**config.mk**
```make
export PLATFORM = sky130hd
export DESIGN_NAME = uart_tx_cfg_flat
export DESIGN_NICKNAME = d
export VERILOG_FILES = /design/src/rtl/uart_tx_cfg_if.sv /design/src/rtl/uart_tx_cfg.sv /design/src/flat_wrapper.sv
export SDC_FILE = /design/constraint.sdc
export NUM_CORES = 1
export LEC_CHECK = 0
export ABC_AREA = 0
export CAP_MARGIN = 15
export CORE_UTILIZATION = 64
export CTS_BUF_LIST = sky130_fd_sc_hd__clkbuf_8
export DETAILED_ROUTE_END_ITERATION = 16
export GPL_TIMING_DRIVEN = 0
export PLACE_DENSITY = 0.88
export SLEW_MARGIN = 10
export SYNTH_ARGS = -nofsm -noshare
export SYNTH_HDL_FRONTEND = slang
export SYNTH_SLANG_ARGS = --single-unit
```
**constraint.sdc**
```tcl
create_clock -name clk -period 5.2 [get_ports clk]
set_clock_uncertainty 0.15 [all_clocks]
set_input_delay 1.56 -clock clk [delete_from_list [all_inputs] [get_ports clk]]
set_output_delay 1.56 -clock clk [all_outputs]
set_load 0.005 [all_outputs]
```
**src/rtl/uart_tx_cfg_if.sv**
```systemverilog
// Word handshake between a producer (software, FIFO) and the UART
// transmitter. The producer drives the word and its valid flag; the
// transmitter answers with ready while its holding register is empty.
interface uart_tx_cfg_if #(
   parameter int DATA_WIDTH = 8
) ();

   logic                  s_valid;
   logic                  s_ready;
   logic [DATA_WIDTH-1:0] s_data;

   // Producer side
   modport master (
      output s_valid,
      output s_data,
      input  s_ready
   );

   // Transmitter side
   modport slave (
      input  s_valid,
      input  s_data,
      output s_ready
   );

endinterface

```
**src/rtl/uart_tx_cfg.sv**
```systemverilog
// Runtime-configurable UART transmitter. Data length, parity mode, stop-bit
// count and bit period are sampled and clamped at every frame load. A
// one-entry holding register lets the next word be queued while a frame is
// on the line, so consecutive frames leave with no idle clocks between them.
module uart_tx_cfg #(
   parameter int DATA_WIDTH = 8,
   parameter int LEN_WIDTH  = $clog2(DATA_WIDTH + 1),
   parameter int DIV_WIDTH  = 16
) (
   input  logic                 clk,
   input  logic                 rstn,
   input  logic [DIV_WIDTH-1:0] cfg_div,
   input  logic [LEN_WIDTH-1:0] cfg_len,
   input  logic [1:0]           cfg_parity,
   input  logic                 cfg_stop2,
   uart_tx_cfg_if.slave         sIf,
   output logic                 tx,
   output logic                 tx_busy,
   output logic                 tx_done
);

   localparam logic [2:0] IDLE   = 3'd0;
   localparam logic [2:0] START  = 3'd1;
   localparam logic [2:0] DATA   = 3'd2;
   localparam logic [2:0] PARITY = 3'd3;
   localparam logic [2:0] STOP   = 3'd4;

   logic [2:0]            state_q,     state_d;
   logic                  tx_q,        tx_d;
   logic                  done_q,      done_d;
   logic                  holdValid_q, holdValid_d;
   logic [DATA_WIDTH-1:0] holdData_q,  holdData_d;
   logic [DATA_WIDTH-1:0] shift_q,     shift_d;
   logic [DIV_WIDTH-1:0]  timer_q,     timer_d;
   logic [LEN_WIDTH-1:0]  bitCnt_q,    bitCnt_d;
   logic [DIV_WIDTH-1:0]  divLat_q,    divLat_d;
   logic [LEN_WIDTH-1:0]  lenLat_q,    lenLat_d;
   logic [1:0]            parLat_q,    parLat_d;
   logic                  stop2Lat_q,  stop2Lat_d;
   logic                  parBit_q,    parBit_d;

   logic                  accept;
   logic                  frameLoad;
   logic [DIV_WIDTH-1:0]  divEff;
   logic [LEN_WIDTH-1:0]  lenEff;
   logic [DATA_WIDTH-1:0] lenMask;
   logic [DATA_WIDTH-1:0] maskedData;

   assign accept      = sIf.s_valid && !holdValid_q;
   assign sIf.s_ready = !holdValid_q;
   assign tx          = tx_q;
   assign tx_done     = done_q;
   assign tx_busy     = (state_q != IDLE) || holdValid_q;

   // Clamp the live configuration and mask the held word down to the
   // effective length; these values are only captured at a frame load.
   always_comb begin
      divEff = (cfg_div < DIV_WIDTH'(2)) ? DIV_WIDTH'(2) : cfg_div;
      lenEff = cfg_len;
      if (cfg_len < LEN_WIDTH'(5)) begin
         lenEff = LEN_WIDTH'(5);
      end else if (cfg_len > LEN_WIDTH'(DATA_WIDTH)) begin
         lenEff = LEN_WIDTH'(DATA_WIDTH);
      end
      lenMask = '0;
      for (int i = 0; i < DATA_WIDTH; i++) begin
         lenMask[i] = (LEN_WIDTH'(i) < lenEff);
      end
      maskedData = holdData_q & lenMask;
   end

   // Frame engine: bit timer, bit counter, state sequencing, frame load and
   // holding-register bookkeeping. tx is computed for the bit that starts
   // on the coming edge so the line itself comes straight from a flop.
   always_comb begin
      state_d     = state_q;
      tx_d        = tx_q;
      done_d      = 1'b0;
      holdValid_d = holdValid_q;
      holdData_d  = holdData_q;
      shift_d     = shift_q;
      timer_d     = timer_q;
      bitCnt_d    = bitCnt_q;
      divLat_d    = divLat_q;
      lenLat_d    = lenLat_q;
      parLat_d    = parLat_q;
      stop2Lat_d  = stop2Lat_q;
      parBit_d    = parBit_q;
      frameLoad   = 1'b0;

      if (state_q == IDLE) begin
         tx_d      = 1'b1;
         frameLoad = holdValid_q;
      end else if (timer_q != '0) begin
         timer_d = timer_q - DIV_WIDTH'(1);
      end else begin
         timer_d = divLat_q - DIV_WIDTH'(1);
         case (state_q)
            START: begin
               state_d  = DATA;
               tx_d     = shift_q[0];
               bitCnt_d = '0;
            end
            DATA: begin
               if (bitCnt_q == lenLat_q - LEN_WIDTH'(1)) begin
                  bitCnt_d = '0;
                  if (parLat_q != 2'b00) begin
                     state_d = PARITY;
                     tx_d    = parBit_q;
                  end else begin
                     state_d = STOP;
                     tx_d    = 1'b1;
                  end
               end else begin
                  bitCnt_d = bitCnt_q + LEN_WIDTH'(1);
                  shift_d  = shift_q >> 1;
                  tx_d     = shift_q[1];
               end
            end
            PARITY: begin
               state_d  = STOP;
               tx_d     = 1'b1;
               bitCnt_d = '0;
            end
            STOP: begin
               if (stop2Lat_q && (bitCnt_q == '0)) begin
                  bitCnt_d = LEN_WIDTH'(1);
               end else begin
                  done_d = 1'b1;
                  if (holdValid_q) begin
                     frameLoad = 1'b1;
                  end else begin
                     state_d = IDLE;
                     tx_d    = 1'b1;
                  end
               end
            end
            default: begin
               state_d = IDLE;
               tx_d    = 1'b1;
            end
         endcase
      end

      if (frameLoad) begin
         state_d     = START;
         tx_d        = 1'b0;
         shift_d     = maskedData;
         timer_d     = divEff - DIV_WIDTH'(1);
         bitCnt_d    = '0;
         divLat_d    = divEff;
         lenLat_d    = lenEff;
         parLat_d    = cfg_parity;
         stop2Lat_d  = cfg_stop2;
         holdValid_d = 1'b0;
         case (cfg_parity)
            2'b01:   parBit_d = ^maskedData;
            2'b10:   parBit_d = ~(^maskedData);
            default: parBit_d = 1'b1;
         endcase
      end

      if (accept) begin
         holdValid_d = 1'b1;
         holdData_d  = sIf.s_data;
      end
   end

   // State registers with synchronous active-low reset; a reset mid-frame
   // drops the line high, discards any held word and suppresses tx_done.
   always_ff @(posedge clk) begin
      if (!rstn) begin
         state_q     <= IDLE;
         tx_q        <= 1'b1;
         done_q      <= 1'b0;
         holdValid_q <= 1'b0;
         holdData_q  <= '0;
         shift_q     <= '0;
         timer_q     <= '0;
         bitCnt_q    <= '0;
         divLat_q    <= DIV_WIDTH'(2);
         lenLat_q    <= LEN_WIDTH'(DATA_WIDTH);
         parLat_q    <= 2'b00;
         stop2Lat_q  <= 1'b0;
         parBit_q    <= 1'b0;
      end else begin
         state_q     <= state_d;
         tx_q        <= tx_d;
         done_q      <= done_d;
         holdValid_q <= holdValid_d;
         holdData_q  <= holdData_d;
         shift_q     <= shift_d;
         timer_q     <= timer_d;
         bitCnt_q    <= bitCnt_d;
         divLat_q    <= divLat_d;
         lenLat_q    <= lenLat_d;
         parLat_q    <= parLat_d;
         stop2Lat_q  <= stop2Lat_d;
         parBit_q    <= parBit_d;
      end
   end

endmodule
```
**src/flat_wrapper.sv**
```systemverilog
// flat-port wrapper written by rule: the top's interface ports become plain ports
module uart_tx_cfg_flat 
#(
   parameter int DATA_WIDTH = 8,
   parameter int LEN_WIDTH  = $clog2(DATA_WIDTH + 1),
   parameter int DIV_WIDTH  = 16
)
  (clk, rstn, cfg_div, cfg_len, cfg_parity, cfg_stop2, tx, tx_busy, tx_done, sIf_s_valid, sIf_s_data, sIf_s_ready);
  uart_tx_cfg_if #(.DATA_WIDTH(DATA_WIDTH)) sIf_i ();
  input  logic clk;
  input  logic rstn;
  input  logic [DIV_WIDTH-1:0] cfg_div;
  input  logic [LEN_WIDTH-1:0] cfg_len;
  input  logic [1:0] cfg_parity;
  input  logic cfg_stop2;
  output logic tx;
  output logic tx_busy;
  output logic tx_done;
  input wire logic [$bits(sIf_i.s_valid)-1:0] sIf_s_valid;
  input wire logic [$bits(sIf_i.s_data)-1:0] sIf_s_data;
  output wire logic [$bits(sIf_i.s_ready)-1:0] sIf_s_ready;
  assign sIf_i.s_valid = sIf_s_valid;
  assign sIf_i.s_data = sIf_s_data;
  assign sIf_s_ready = sIf_i.s_ready;
  uart_tx_cfg #(.DATA_WIDTH(DATA_WIDTH), .LEN_WIDTH(LEN_WIDTH), .DIV_WIDTH(DIV_WIDTH)) u_core (.clk(clk), .rstn(rstn), .cfg_div(cfg_div), .cfg_len(cfg_len), .cfg_parity(cfg_parity), .cfg_stop2(cfg_stop2), .sIf(sIf_i), .tx(tx), .tx_busy(tx_busy), .tx_done(tx_done));
endmodule
```
==> metrics.md, run 1 <==
| Metric | Value |
|---|---|
| Run status | `completed` |
| Clock latency on the worst-skew pair | `between 0.3 and 0.4 ns` |
| Async set-reset flop share out of synthesis | `0` |
| Pre-CTS WS | `0.930 ns` |
| Core Footprint | `roughly 5600 um2` |
| Clk buf depth | `2` |
| First-pass GRT wire length | `17200 um` |
| HP Start | `u_core.parLat_q[0]` |
| Crit path DAT | `just under 3 ns` |
| Routed Antenna Nets | `0` |
| Antenna Cells | `0` |
| Number of global-route vias before repair | `about 3700` |
| Top Ports | `38` |
| GRT Util Overall | `0.352` |
| Inserted Clock Buffers | `9` |
| Post-CTS setup repair buffer count | `0` |
| Clock sink total | `66` |
| Die Footprint | `around 6300 um2` |
| Final Core Density | `0.804` |
| Die Y | `79.6 um` |
| Final instance area | `4530 um2` |
| Die X | `approximately 80 um` |
| R2R cell count | `15` |
| Post-Route Setup TNS | `0 ns` |
| RSZ-0062 raised after global routing | `no` |
| Relative slew slack | `0.240` |
| Area growth syn-to-layout | `17.6%` |
| Hold slack | `between 0.3 and 0.4 ns` |
| Drt drc | `0` |
| First drt pass iteration count | `9` |
| I/O Buffers | `37` |
| Syn_area_per_cell | `7.82 um2` |
| DP Area | `approximately 4300 um2` |
| Worst setup EP type | `primary output` |
| Main synth FF type | `dfxtp_1` |
| Final hold vios | `0` |
| DPL Wire Length | `roughly 7600 um` |
| Post-Syn Nets | `approximately 530` |
| Worst hold path class | `reg2reg` |
| Vias/cell | `approximately 6.4` |
| Hold buffer count at cts | `0` |
| Post-synth EDFFs | `0` |
| Final setup vio count | `0` |
| Post-synthesis register bit count | `66` |
| Peak VDD IR | `between 0.3 and 0.4 mV` |
| DRT iter0 DRCs | `roughly 370` |
| Post-synthesis sequential area ratio | `0.343` |
| Setup Crit Path Kind | `reg2out` |
| Post-DR wirelength/cell | `about 17 um` |
| Tightest Pin Transition | `around 1.1 ns` |
| Fraction of layout cells with a size suffix above 1 | `0.112` |
| Period Utilization, post-route | `0.898` |
| Aggregate routed wire length | `roughly 11000 um` |
| FP Rows | `27` |
| Slew Limit Fails | `0` |
| Clock root buffer master | `clkbuf_8` |
| R2r setup slk | `between 1 and 1.5 ns` |
| Worst path required time | `3.49 ns` |
| Synthesized instance count | `between 400 and 500` |
| Peak fanout along the critical path | `10` |
| Library cells used by synthesis | `64` |
| Critical Path Sink | `tx_busy` |
| Leakage | `approximately 1.6 nW` |
| CP startpoint | `u_core.state_q[2]` |
| Via count | `3928` |
| Final setup margin | `0.531 ns` |
| R2R Path Start | `u_core.bitCnt_q[0]` |
| Max-cap violations | `0` |
| Final min period | `approximately 4.7 ns` |
| Initial Util | `0.683` |
| Most common cell after layout, fill and taps aside | `nand2_1` |
| Worst-path clk slew | `0.07 ns` |
| # H-tree levels | `3` |
| CTS tree | `built` |
| Post-cts repair resize count | `0` |
| Synth Warn # | `0` |
| RR Endpoint | `u_core.timer_q[12]` |
| Highest Clock Rate | `214 MHz` |
| Pwr dens | `~460 nW/um2` |
| Initial antenna violation count | `0` |
| Post-Syn Area | `about 3900 um2` |
| Crit start category | `register` |
| Global route total overflow | `0` |
| Commonest non-fill, non-tap cells in the layout | `nand2_1, dfxtp_1, a21oi_1` |
| Routability-driven placement congestion ratio | `approximately 0.9` |
| Nets | `581` |
| Largest net degree at the start of global routing | `12` |
-- cell families (layout without fill, tap and decap cells) --
kind of cell	after synthesis	after routing	share of synthesized area
buffers and inverters	44	97	0.0545
AO/OA/AOI/OAI	133	133	0.222
flip-flops	66	66	0.343
AND/OR/NAND/NOR	218	218	0.301
XOR/XNOR	24	24	0.0545
adder cells (fa/ha/maj)	6	6	0.0195
multiplexers	2	2	0.00552
-- state kept, by name (all words and copies together) (netlist names) --
register and count:
u_core.timer_q 16, u_core.bitCnt_q 4, u_core.divLat_q 16, u_core.tx_done 1
u_core.parBit_q 1, u_core.stop2Lat_q 1, u_core.shift_q 8, u_core.tx 1
u_core.state_q 3, u_core.holdValid_q 1, u_core.parLat_q 2, u_core.holdData_q 8
u_core.lenLat_q 4
-- per-stage QoR --
step / std cells / total power [mW]
2_1_floorplan: 493 / 1.35
3_3_place_gp: 602 / 1.54
3_5_place_dp: 602 / 1.57
4_1_cts: 618 / 2.05
5_1_grt: 618 / 2.17
6_report: 618 / 2.08
-- synthesized netlist by cell type, types with 3 or more instances --
cell,number,area [um2]
a211oi_1,8,60.1
a21o_1,3,22.5
a21oi_1,63,315
a311oi_1,7,61.3
and2_1,3,18.8
buf_1,4,15.0
buf_2,12,60.1
buf_6,4,45.0
clkbuf_1,11,41.3
dfxtp_1,66,1320
ha_1,6,75.1
inv_1,12,45.0
nand2_1,85,319
nand2b_1,11,68.8
nand3_1,6,30.0
nor2_1,48,180
nor2b_1,3,18.8
nor3_1,15,75.1
nor4_1,11,68.8
nor4_2,4,50.1
o21a_1,6,45.0
o21ai_0,21,105
o32ai_1,5,43.8
or3_1,7,43.8
or4_1,4,30.0
xnor2_1,17,149
xor2_1,7,61.3
-- worst min-delay path by stage --
stage	to	depth (start not counted)
3_5_place_dp	u_core.parLat_q[0]	2
4_1_cts	u_core.parLat_q[0]	2
3_3_place_gp	u_core.parLat_q[1]	2
2_1_floorplan	u_core.parLat_q[0]	2
6_report	u_core.parLat_q[0]	2
5_1_grt	u_core.parLat_q[0]	2
-- cell type report --
type / count / area (um2)
multi-input cells: 383 / 2320
clock inverters: 6 / 81.3
fillers: 390 / 1110
repair buffers: 37 / 370
flip-flops and latches: 66 / 1320
well taps: 72 / 90.1
clock buffers: 10 / 138
plain buffers: 31 / 161
inverters: 13 / 48.8
-- layer usage --
layer / vias to the layer above / track usage / part of all wire
li1: 1854 / - / -
met1: 1819 / 0.395 / 0.40
met2: 201 / 0.617 / 0.48
met3: 54 / 0.0583 / 0.070
met4: 0 / 0.215 / 0.045
met5: - / 0 / 0
-- critical path: stages (launching register included) --
cell             delay, ns
dfxtp_1               0.30
buf_2                 0.15
clkbuf_1              0.23
nor4_1                0.96
inv_1                 0.17
clkbuf_1              0.29
clkdlybuf4s50_1       0.51
-- power by group --
group | leakage [nW] | switching [mW] | internal, mW
registers | 0.541 | 0.0789 | 0.585
logic | 0.945 | 0.553 | 0.376
clock network | 0.113 | 0.206 | 0.280
total | 1.60 | 0.838 | 1.24
(Power assumes the default switching activity.)
==> run 2, diff against run 1 <==
--- a/config.mk
+++ b/config.mk
@@ -7,11 +7,14 @@
 export LEC_CHECK = 0
 export ABC_AREA = 0
 export CAP_MARGIN = 15
-export CORE_UTILIZATION = 64
+export CELL_PAD_IN_SITES_DETAIL_PLACEMENT = 0
+export CELL_PAD_IN_SITES_GLOBAL_PLACEMENT = 2
+export CORE_UTILIZATION = 38
 export CTS_BUF_LIST = sky130_fd_sc_hd__clkbuf_8
 export DETAILED_ROUTE_END_ITERATION = 16
 export GPL_TIMING_DRIVEN = 0
-export PLACE_DENSITY = 0.88
+export PLACE_DENSITY_LB_ADDON = 0.1
+export SKIP_CTS_REPAIR_TIMING = 1
 export SLEW_MARGIN = 10
 export SYNTH_ARGS = -nofsm -noshare
 export SYNTH_HDL_FRONTEND = slang
==> metrics.md, run 2 (same netlist as run 1, synthesis figures left out) <==
| Metric | Value |
|---|---|
| RR Endpoint | `u_core.timer_q[8]` |
| Post-Route Setup TNS | `0 ns` |
| Vias/cell | `5.37` |
| Total power | `~2.1 mW` |
| Area growth syn-to-layout | `20.4%` |
| Post-DR wirelength/cell | `roughly 17 um` |
| First-pass GRT wire length | `18600 um` |
| Die Y | `a little over 100 um` |
| Leakage | `1.61 nW` |
| Final hold vios | `0` |
| CP startpoint | `u_core.state_q[2]` |
| Pwr dens | `between 400 and 500 nW/um2` |
| Initial Util | `0.392` |
| Critical path's largest stage delay | `between 0.7 and 0.8 ns` |
| Global route total overflow | `0` |
| Max-cap violations | `0` |
| FP Rows | `36` |
| Die Footprint | `about 11000 um2` |
| Final min period | `4.49 ns` |
| Commonest non-fill, non-tap cells in the layout | `nand2_1, dfxtp_1, a21oi_1` |
| Tightest Pin Transition | `just under 0.9 ns` |
| Crit path top cell by count | `clkbuf_1` |
| Highest Clock Rate | `between 200 and 250 MHz` |
| Worst hold path class | `reg2reg` |
| DPL Wire Length | `roughly 8900 um` |
| Setup Crit Path Kind | `reg2out` |
| GRT Util Overall | `0.237` |
| Most common cell after layout, fill and taps aside | `nand2_1` |
| Largest net degree at the start of global routing | `14` |
| Crit path max-delay cell type | `nor4_1` |
| Fraction of layout cells with a size suffix above 1 | `0.114` |
| Pre-CTS WS | `approximately 0.85 ns` |
| Worst-path clk slew | `around 0.080 ns` |
| I/O Buffers | `37` |
| Worst path required time | `~3.5 ns` |
| Die X | `103 um` |
| Final setup vio count | `0` |
| Min-Delay Path Depth | `2` |
| Initial antenna violation count | `0` |
| Relative slew slack | `0.402` |
| Number of global-route vias before repair | `~3500` |
| Inserted Clock Buffers | `9` |
| # H-tree levels | `3` |
| Clock sink total | `66` |
| Crit start category | `register` |
| Peak VDD IR | `~0.16 mV` |
| Via count | `3643` |
| Peak fanout along the critical path | `10` |
| Aggregate routed wire length | `11600 um` |
| Top Ports | `38` |
| Slew Limit Fails | `0` |
| Hold slack | `0.305 ns` |
| Run status | `completed` |
| Final setup margin | `0.712 ns` |
| Period Utilization, post-route | `0.863` |
| Crit path DAT | `between 2 and 3 ns` |
| Clk buf depth | `2` |
| R2r setup slk | `1.39 ns` |
| Final instance area | `roughly 4600 um2` |
| R2R cell count | `15` |
| Drt drc | `0` |
| Worst setup EP type | `primary output` |
| Antenna Cells | `0` |
| Final Core Density | `0.472` |
| CTS tree | `built` |
| Clock root buffer master | `clkbuf_8` |
| Critical path cell sequence | `buf_2, clkbuf_1, nor4_1, inv_1, clkbuf_1, clkdlybuf4s50_1` |
| Top flop regs | `u_core.divLat_q: 16 flops, u_core.timer_q: 16 flops` |
| Routability-driven placement congestion ratio | `a little over 0.8` |
| Clock latency on the worst-skew pair | `0.36 ns` |
| DP Area | `~4400 um2` |
| Nets | `581` |
| Non-Filler Instances | `just under 700` |
| R2R Path Start | `u_core.bitCnt_q[0]` |
| DRT iter0 DRCs | `roughly 140` |
| RSZ-0062 raised after global routing | `no` |
| Core Footprint | `between 9000 and 10000 um2` |
| Routed Antenna Nets | `0` |
| First drt pass iteration count | `4` |
| Critical Path Sink | `tx_busy` |
| Placed cells | `roughly 660` |
run 2: cell types whose count changed in the layout (fill, tap and decap cells not counted):
cell,previous run,this run
bufinv_16,2,3
clkbuf_8,10,9
clkinv_2,2,0
inv_1,13,12
inv_6,0,3
run 2: how the worst min path moves through the flow:
stage,startpoint,to,slack (ns)
detailed placement,u_core.parLat_q[1],u_core.parLat_q[1],0.30
global placement,u_core.parLat_q[1],u_core.parLat_q[1],0.29
floorplan,u_core.parLat_q[0],u_core.parLat_q[0],0.28
finish,u_core.parLat_q[1],u_core.parLat_q[1],0.30
global route,u_core.parLat_q[1],u_core.parLat_q[1],0.32
CTS,u_core.parLat_q[1],u_core.parLat_q[1],0.31
run 2: layout make-up:
| type | count | area, um2 |
|---|---|---|
| inverters | 13 | 48.8 |
| fillers | 1044 | 5180 |
| clock buffers | 9 | 124 |
| plain buffers | 31 | 161 |
| well taps | 133 | 166 |
| repair buffers | 37 | 370 |
| multi-input cells | 383 | 2320 |
| clock inverters | 7 | 124 |
| flip-flops and latches | 66 | 1320 |
run 2: per-layer routing:
metal,global-route usage,part of all wire,up-vias
li1,-,-,1849
met2,0.452,0.53,57
met5,0,0,-
met3,0.0359,0.028,13
met1,0.268,0.43,1724
met4,0.0769,0.015,0
run 2: worst max-delay path: cells and delay by family, from the launching register on:
kind | cells | cell delay [ns]
buffers and inverters | 5 | 1.34
DFF | 1 | 0.30
and+or+nand+nor | 1 | 0.78
run 2: where the power goes:
part           switching (mW)  internal, mW
Sequential             0.0794         0.584
Combinational           0.549         0.376
Clock                   0.224         0.323
Total                   0.852          1.28
